[config.mk]
export PLATFORM = sky130hd
export DESIGN_NAME = rsp_burst_diff_sat
export DESIGN_NICKNAME = d
export VERILOG_FILES = /design/src/rtl/rsp_burst_diff_sat.sv
export SDC_FILE = /design/constraint.sdc
export NUM_CORES = 2
export LEC_CHECK = 0
export ABC_AREA = 1
export CAP_MARGIN = 20
export CORE_UTILIZATION = 45
export CTS_CLUSTER_SIZE = 20
export DETAILED_ROUTE_END_ITERATION = 10
export HOLD_SLACK_MARGIN = 0.1
export PLACE_DENSITY = 0.73
export SYNTH_ARGS = -nofsm -noshare
export SYNTH_HDL_FRONTEND = slang
export SYNTH_SLANG_ARGS = --single-unit
export TNS_END_PERCENT = 5
[constraint.sdc]
create_clock -name clk -period 12.8 [get_ports clk]
set_input_delay 2.56 -clock clk [delete_from_list [all_inputs] [get_ports clk]]
set_output_delay 2.56 -clock clk [all_outputs]
set_load 0.05 [all_outputs]
[src/rtl/rsp_burst_diff_sat.sv]
// Burst-parallel lag-k differentiator with symmetric saturation.
// Each beat carries BURST_LEN samples (lane 0 oldest). y[n] = x[n] - x[n-k],
// k latched per frame, clamped to +/-(2^(DW-1)-1). Two-stage pipeline
// (subtract, saturate) that stalls as a whole under output backpressure.
module rsp_burst_diff_sat #(
   parameter int BURST_LEN = 8,
   parameter int DW        = 16,
   parameter int MAX_LAG   = 4,
   parameter int FRAME_LEN = 1024,
   parameter int LAG_W     = $clog2(MAX_LAG + 1)
) (
   input  logic                    clk,
   input  logic                    rst_n,
   input  logic [LAG_W-1:0]        i_lag,
   input  logic [BURST_LEN*DW-1:0] i_data,
   input  logic                    i_valid,
   input  logic                    i_last,
   output logic                    i_ready,
   output logic [BURST_LEN*DW-1:0] o_data,
   output logic                    o_valid,
   output logic                    o_last,
   input  logic                    o_ready,
   output logic [BURST_LEN-1:0]    o_sat_mask,
   output logic [15:0]             o_sat_cnt,
   output logic                    o_frame_err
);

   localparam int FRAME_BEATS = FRAME_LEN / BURST_LEN;
   localparam int CNT_W       = (FRAME_BEATS > 1) ? $clog2(FRAME_BEATS) : 1;
   localparam logic [CNT_W-1:0] LAST_BEAT = CNT_W'(FRAME_BEATS - 1);
   localparam logic signed [DW:0] POS_LIM = {2'b00, {(DW-1){1'b1}}};
   localparam logic signed [DW:0] NEG_LIM = -POS_LIM;

   // Out-of-range lag requests (0 or above MAX_LAG) fall back to lag 1.
   function automatic logic [LAG_W-1:0] lag_fix(input logic [LAG_W-1:0] lag);
      if ((lag == '0) || (int'(lag) > MAX_LAG)) return LAG_W'(1);
      return lag;
   endfunction

   // Symmetric clamp; MSB of the result is the "clamped" flag.
   function automatic logic [DW:0] sat_sym(input logic signed [DW:0] d);
      logic [DW:0] r;
      if (d > POS_LIM)      r = {1'b1, POS_LIM[DW-1:0]};
      else if (d < NEG_LIM) r = {1'b1, NEG_LIM[DW-1:0]};
      else                  r = {1'b0, d[DW-1:0]};
      return r;
   endfunction

   // Adds the popcount of a lane mask to a 16-bit counter that sticks at 0xFFFF.
   function automatic logic [15:0] cnt_add(input logic [15:0] base,
                                           input logic [BURST_LEN-1:0] mask);
      logic [16:0] sum;
      sum = {1'b0, base};
      for (int j = 0; j < BURST_LEN; j++) sum = sum + 17'(mask[j]);
      return sum[16] ? 16'hFFFF : sum[15:0];
   endfunction

   logic en, acc;
   assign en      = o_ready | ~o_valid;
   assign i_ready = en;
   assign acc     = i_valid & en;

   // Frame/control state
   logic                 sof;
   logic [LAG_W-1:0]     lag_q;
   logic [CNT_W-1:0]     beat_cnt;
   logic signed [DW-1:0] hist [MAX_LAG];

   // Stage 0 combinational results
   logic [LAG_W-1:0]     lag_eff;
   logic signed [DW-1:0] ext [MAX_LAG+BURST_LEN];
   logic signed [DW:0]   diff_p0 [BURST_LEN];
   logic                 cnt_end, frame_end, len_err;

   // Stage 1 registers
   logic                 vld_p1, last_p1, err_p1, sof_p1;
   logic signed [DW:0]   diff_p1 [BURST_LEN];

   // Stage 2 combinational results
   logic [DW:0]             sat_res [BURST_LEN];
   logic [BURST_LEN*DW-1:0] sat_data_p1;
   logic [BURST_LEN-1:0]    sat_mask_p1;
   logic [15:0]             cnt_next_p1;

   // Stage 0: pick the lag, line up history with the current lanes, subtract.
   always_comb begin
      lag_eff = sof ? lag_fix(i_lag) : lag_q;
      for (int m = 0; m < MAX_LAG; m++) ext[m] = hist[m];
      for (int j = 0; j < BURST_LEN; j++) ext[MAX_LAG+j] = i_data[j*DW +: DW];
      for (int j = 0; j < BURST_LEN; j++) begin
         diff_p0[j] = '0;
         for (int kk = 1; kk <= MAX_LAG; kk++) begin
            if (lag_eff == LAG_W'(kk))
               diff_p0[j] = $signed({ext[MAX_LAG+j][DW-1], ext[MAX_LAG+j]})
                          - $signed({ext[MAX_LAG+j-kk][DW-1], ext[MAX_LAG+j-kk]});
         end
         // No differencing across a frame boundary.
         if (sof && (j < int'(lag_eff))) diff_p0[j] = '0;
      end
      cnt_end   = (beat_cnt == LAST_BEAT);
      frame_end = i_last | cnt_end;
      len_err   = i_last ^ cnt_end;
   end

   // Frame tracking: lag latch, beat counter, SOF flag and sample history.
   always_ff @(posedge clk or negedge rst_n) begin
      if (!rst_n) begin
         sof      <= 1'b1;
         lag_q    <= LAG_W'(1);
         beat_cnt <= '0;
         for (int m = 0; m < MAX_LAG; m++) hist[m] <= '0;
      end else if (acc) begin
         sof      <= frame_end;
         lag_q    <= lag_eff;
         beat_cnt <= frame_end ? '0 : beat_cnt + CNT_W'(1);
         for (int m = 0; m < MAX_LAG; m++) hist[m] <= ext[BURST_LEN+m];
      end
   end

   // ---- stage 0 -> stage 1 boundary ----
   // Stage 1 control: valid and per-beat frame flags.
   always_ff @(posedge clk or negedge rst_n) begin
      if (!rst_n) begin
         vld_p1  <= 1'b0;
         last_p1 <= 1'b0;
         err_p1  <= 1'b0;
         sof_p1  <= 1'b0;
      end else if (en) begin
         vld_p1 <= i_valid;
         if (i_valid) begin
            last_p1 <= frame_end;
            err_p1  <= len_err;
            sof_p1  <= sof;
         end
      end
   end

   // Stage 1 data: wide differences, loaded only on accepted beats.
   always_ff @(posedge clk) begin
      if (acc) diff_p1 <= diff_p0;
   end

   // Stage 1 -> 2 combinational: clamp each lane and update the frame count.
   always_comb begin
      sat_data_p1 = '0;
      sat_mask_p1 = '0;
      for (int j = 0; j < BURST_LEN; j++) begin
         sat_res[j]                = sat_sym(diff_p1[j]);
         sat_data_p1[j*DW +: DW]   = sat_res[j][DW-1:0];
         sat_mask_p1[j]            = sat_res[j][DW];
      end
      cnt_next_p1 = cnt_add(sof_p1 ? 16'h0000 : o_sat_cnt, sat_mask_p1);
   end

   // ---- stage 1 -> stage 2 boundary ----
   // Stage 2: registered outputs; everything holds while the pipeline is stalled.
   always_ff @(posedge clk or negedge rst_n) begin
      if (!rst_n) begin
         o_valid     <= 1'b0;
         o_last      <= 1'b0;
         o_frame_err <= 1'b0;
         o_data      <= '0;
         o_sat_mask  <= '0;
         o_sat_cnt   <= '0;
      end else if (en) begin
         o_valid     <= vld_p1;
         o_last      <= vld_p1 & last_p1;
         o_frame_err <= vld_p1 & err_p1;
         if (vld_p1) begin
            o_data     <= sat_data_p1;
            o_sat_mask <= sat_mask_p1;
            o_sat_cnt  <= cnt_next_p1;
         end
      end
   end

endmodule

* Word level (Yosys, flattened, before mapping)
Cells that the tools add are included.
** Storage, ports and cells
- Flip-flop bits (word level) :: 370
- Word-level logic and storage cells :: 168
** Operators by class
- Reductions and logical operators :: 11
- Add/sub/neg operators :: 41
- Bitwise logic cells :: 7
- Mux-type cells :: 55
- Equal/unequal tests :: 5
- Magnitude comparators :: 24
** Operators with widths (count)
- $mux 17 :: 48
- $sub 16x16->17 :: 32
- $gt 17x16->1 const B :: 8
- $lt 17x16->1 const B :: 8
- $add 17x1->17 :: 7
- $mux 16 :: 2
- $add 16x1->17 :: 1
- $lt 3x3->1 const A :: 3
- $mux 3 :: 3
- $add 7x1->7 const B :: 1
- $eq 7x7->1 const B :: 1
- $logic_and 1x1->1 :: 7
- $mux 7 :: 1
- $eq 3x2->1 const B :: 2
- $lt 1x3->1 const A :: 2
- $lt 2x3->1 const A :: 2
- $reduce_and 2->1 :: 2
- $and 1x1->1 :: 3
- $eq 3x1->1 const B :: 1
- $eq 3x3->1 const B :: 1
- $gt 3x3->1 const B :: 1
- $logic_not 3->1 :: 1
- $or 1x1->1 :: 2
- $logic_or 1x1->1 :: 1
- 3 further kinds :: 3

* Depth between registers and ports, before layout
- Depth after elaboration :: 12
- Depth in mapped cells :: 21
- Gate-level depth less buffers :: 21

* Least setup slack after synthesis
No wires, ideal clock.
- Path type :: input to register
- From :: input o_ready
- To :: register beat_cnt[0]
- Path slack :: 5.110 ns
- Path buffers :: 1
- Setup time :: 0.342 ns
- Stages :: 6
- Data arrival time :: 7.348 ns
- Cells stage by stage :: nor2_1 -> inv_1 -> nand2_1 -> inv_1 -> clkbuf_1 -> o21ai_0
** Between the ends
- Longest elaborated chain between the ends :: 2
** RTL lines
- start, declared :: RTL line 22 : input logic o_ready,
- $or 1x1->1 :: RTL line 59 : assign en = o_ready | ~o_valid;
- net i_ready :: RTL line 18 : output logic i_ready,
- $and 1x1->1 :: RTL line 61 : assign acc = i_valid & en;
- net acc :: RTL line 58 : logic en, acc;
- end signal, assigned :: RTL line 115 : beat_cnt <= frame_end ? '0 : beat_cnt + CNT_W'(1);
- end, declared :: RTL line 66 : logic [CNT_W-1:0] beat_cnt;
The timed path passes the listed nets, and every way through them passes these cells.
A chain may end at the register's enable or synchronous reset.

* Worst setup path after layout
- From :: input o_ready
- To :: output i_ready
** Between the ends
- Longest elaborated chain between the ends :: 1
** RTL lines (RTL line)
- $or 1x1->1 :: 59
- end, declared :: 18
Every way passes these cells.

==> metrics.csv <==
metric;value;unit
status;finished with violations;
violations;design-rule violations;
synthCells;7464;
grt_setup_unrepaired;no;
ir_drop;0.000161;V
yosysWarnings;0;
worstPathArrival;4.17;ns
min_path_type;reg -> reg;
crit_chain;clkdlybuf4s50_1 -> nor2_1 -> inv_1 -> clkdlybuf4s50_1;
p_per_area;150;nW/um^2
endpoint_kind;output port;
cts_tree;yes;
p_total;7.75;mW
synthFlopType;dfrtp_1;
path_common_cell;clkdlybuf4s50_1;
via_per_inst;5.75;
max_slew_margin;19.1;%
layout.nets;8412;
reg2reg_depth;21;
worst_path_max_delay_cell;clkdlybuf4s50_1;
track_usage;38.9;%
r2r-end;o_sat_cnt[4];
yosys.area_share.simple;37.2;%
routabilityCongestion;1.05;
timing.hold.ws;0.464;ns
fin_tns_setup;0;ns
area_growth;13.4;%
worst-path-buf-inv;3;
cts_hold_buf;0;
ant_nets;0;
worst-path-stages;4;
wire_per_inst;22.6;um
post-place-ws;5.89;ns
drc;2;
cap_viol_max_count;0;
report.final.hold_viol_count;0;
r2r-start;diff_p1[85];
synth_top_family_by_area;simple AND/OR/NAND/NOR gates;
grt_max_degree;139;
overflow;0;
cts-root-buf;clkbuf_16;
wirelength;206000;um
crit_path_max_incr_delay;0.73;ns
yosysUniqueCellTypes;45;
slew_violations;0;
synthMuxAreaShare;0;%
synth_compound_area_share;13.0;%
synth_edf_count;136;
crit_start;o_ready;
grt_pass1_vias;46900;
die_area;103000;um^2
drive_gt1_share;2.17;%
start_util;45.5;%
synth_async_sr_flop_share;63.2;%
path_delay_family;buffers and inverters;
r2r_slack;7.02;ns
crit_end;i_ready;
post-cts-setup-buffer-count;0;
grt_first_pass_wirelength;298000;um
clock_skew;0.0313;ns
start_kind;primary input;
core_area;100000;um^2
finalCriticalPeriod;6.73;ns
setup_viol;0;
fin_ws;6.07;ns
synth.avg_cell_area;6.13;um^2
hpwlAfterDp;163000;um
clk-insertion-delay-late;0.67;ns
netlist_area;45700;um^2
clock.fmax;149;MHz
clockBufferDepth;3;
synth_seq_cells;370;
worst-endpoint-required;10.24;ns
drt_iter0_drc;6240;
cts_sinks;370;
post_cts_resized;0;
num_vias;52400;
finalCritPeriodShare;52.6;%
pin_count;292;
synthAdderAreaFrac;15.9;%
io_buffers;291;
critical_path.max_fanout;4;
worst_slew_pin_slew;1.21;ns
syn_nets;8158;
synth_xor_area_share;2.47;%
crit_type;in -> out;
leakage;27.4;nW
rows;116;
fp.dieW;321;um
firstDrtPassIters;10;
cts_buffers;49;
ys_seq_area_share;21.7;%
htree_levels;2;
antenna_found_initial;19;
die_h;321;um
clk_pin_slew;0.06;ns
-- area by class of cell --
| type | count | area, um^2 |
|---|---|---|
| repair buffers | 317 | 3130 |
| clock inverters | 22 | 292 |
| well taps | 1357 | 1700 |
| clock buffers | 69 | 1430 |
| multi-input cells | 5929 | 31400 |
| diodes | 10 | 25.0 |
| flip-flops and latches | 370 | 9940 |
| inverters | 1051 | 3950 |
| fillers | 10300 | 48600 |
-- how the worst min path moves through the flow --
stage,from,endpoint,slack (ns),cells past startpoint
after floorplan,beat_cnt[2],beat_cnt[2],0.42,1
after global placement,beat_cnt[2],beat_cnt[2],0.44,1
after detailed placement,beat_cnt[2],beat_cnt[2],0.45,1
after CTS,beat_cnt[2],beat_cnt[2],0.46,1
after global routing,o_data[111],o_data[111],0.49,2
final,beat_cnt[2],beat_cnt[2],0.46,1
-- power by group --
group / switching (mW) / internal [mW] / leakage (nW) / total, mW
Combinational: 3.00 / 1.35 / 22.4 / 4.36
Sequential: 0.260 / 1.61 / 4.15 / 1.87
Clock: 0.640 / 0.884 / 0.837 / 1.52
-- cells in the mapped netlist (all sizes together), types with 43 or more instances --
cell | n | area [um^2]
clkbuf | 70 | 263
nand3 | 590 | 2960
ha | 521 | 6520
nand3b | 79 | 593
buf | 44 | 225
nand4 | 80 | 500
a21o | 47 | 353
xor2 | 86 | 753
inv | 1050 | 3940
edfxtp | 136 | 4080
or2 | 43 | 269
dfrtp | 232 | 5810
o21ai | 379 | 1900
nor3 | 94 | 470
a21oi | 588 | 2940
nor2 | 784 | 2950
xnor2 | 43 | 377
nand2 | 2433 | 9140
-- routing by layer --
metal	track usage, %	routed length, um
met3	8.19	23600
met2	57.9	84700
met4	21.7	12700
met1	52.3	84900
met5	0	63
-- cell families (layout without fill, tap and decap cells) --
logic type               count (synthesis)  in the layout
AO/OA/AOI/OAI                         1115           1115
flip-flops                             370            370
other                                    0             10
AND/OR/NAND/NOR                       4127           4127
adder cells (fa/ha/maj)                558            558
XOR/XNOR                               129            129
buffers and inverters                 1165           1459
-- cell usage in the layout, fill, tap and decap left out, types with 13 or more instances in the layout --
cell | synthesis | final
a21o_1 | 47 | 47
inv_1 | 1042 | 1041
o21bai_1 | 35 | 35
o2111ai_1 | 13 | 13
clkbuf_16 | 0 | 52
dfrtp_1 | 232 | 232
ha_1 | 521 | 521
or2_2 | 43 | 43
nand3_1 | 589 | 589
a21oi_1 | 588 | 588
edfxtp_1 | 136 | 136
xor2_1 | 86 | 86
buf_4 | 4 | 25
o21ai_1 | 20 | 20
xnor2_1 | 43 | 43
nand2_1 | 2432 | 2430
clkdlybuf4s50_1 | 0 | 290
nor2_1 | 783 | 782
o21ai_0 | 359 | 359
nor3_1 | 94 | 94
nand3b_1 | 79 | 79
nand4_1 | 80 | 80
fa_1 | 37 | 37
-- registers in the layout, indices dropped and copies added, names as in the netlist --
register,cells
last_p1,1
beat_cnt,7
diff_p1,136
o_sat_cnt,16
o_sat_mask,8
err_p1,1
sof,1
vld_p1,1
o_valid,1
ext,64
o_last,1
o_data,128
sof_p1,1
o_frame_err,1
lag_q,3
-- through the flow --
step	util, %	instances	instance area [um^2]
after floorplan	-	7464	45700
after global placement	49.9	9024	50100
after detailed placement	49.9	9024	50100
after CTS	51.6	9115	51800
after global routing	51.6	9119	51800
final	51.6	9125	51800
-- worst register-to-register path: stages, from the launching register on --
cell and delay, ns:
edfxtp_1 0.55, nor3_1 0.10, nand3_1 0.08, nor3_1 0.05, o21ai_1 0.61, o21ai_0 0.26
buf_4 0.26, inv_1 0.10, fa_1 0.42, fa_1 0.50, fa_1 0.52, inv_1 0.06
fa_1 0.45, fa_1 0.45, nand3_1 0.12, nand3_1 0.11, inv_1 0.13, nor2_1 0.08
nand4_1 0.44, o21ai_0 0.18, nand2_1 0.08, o21ai_0 0.09
(Power assumes the default switching activity.)
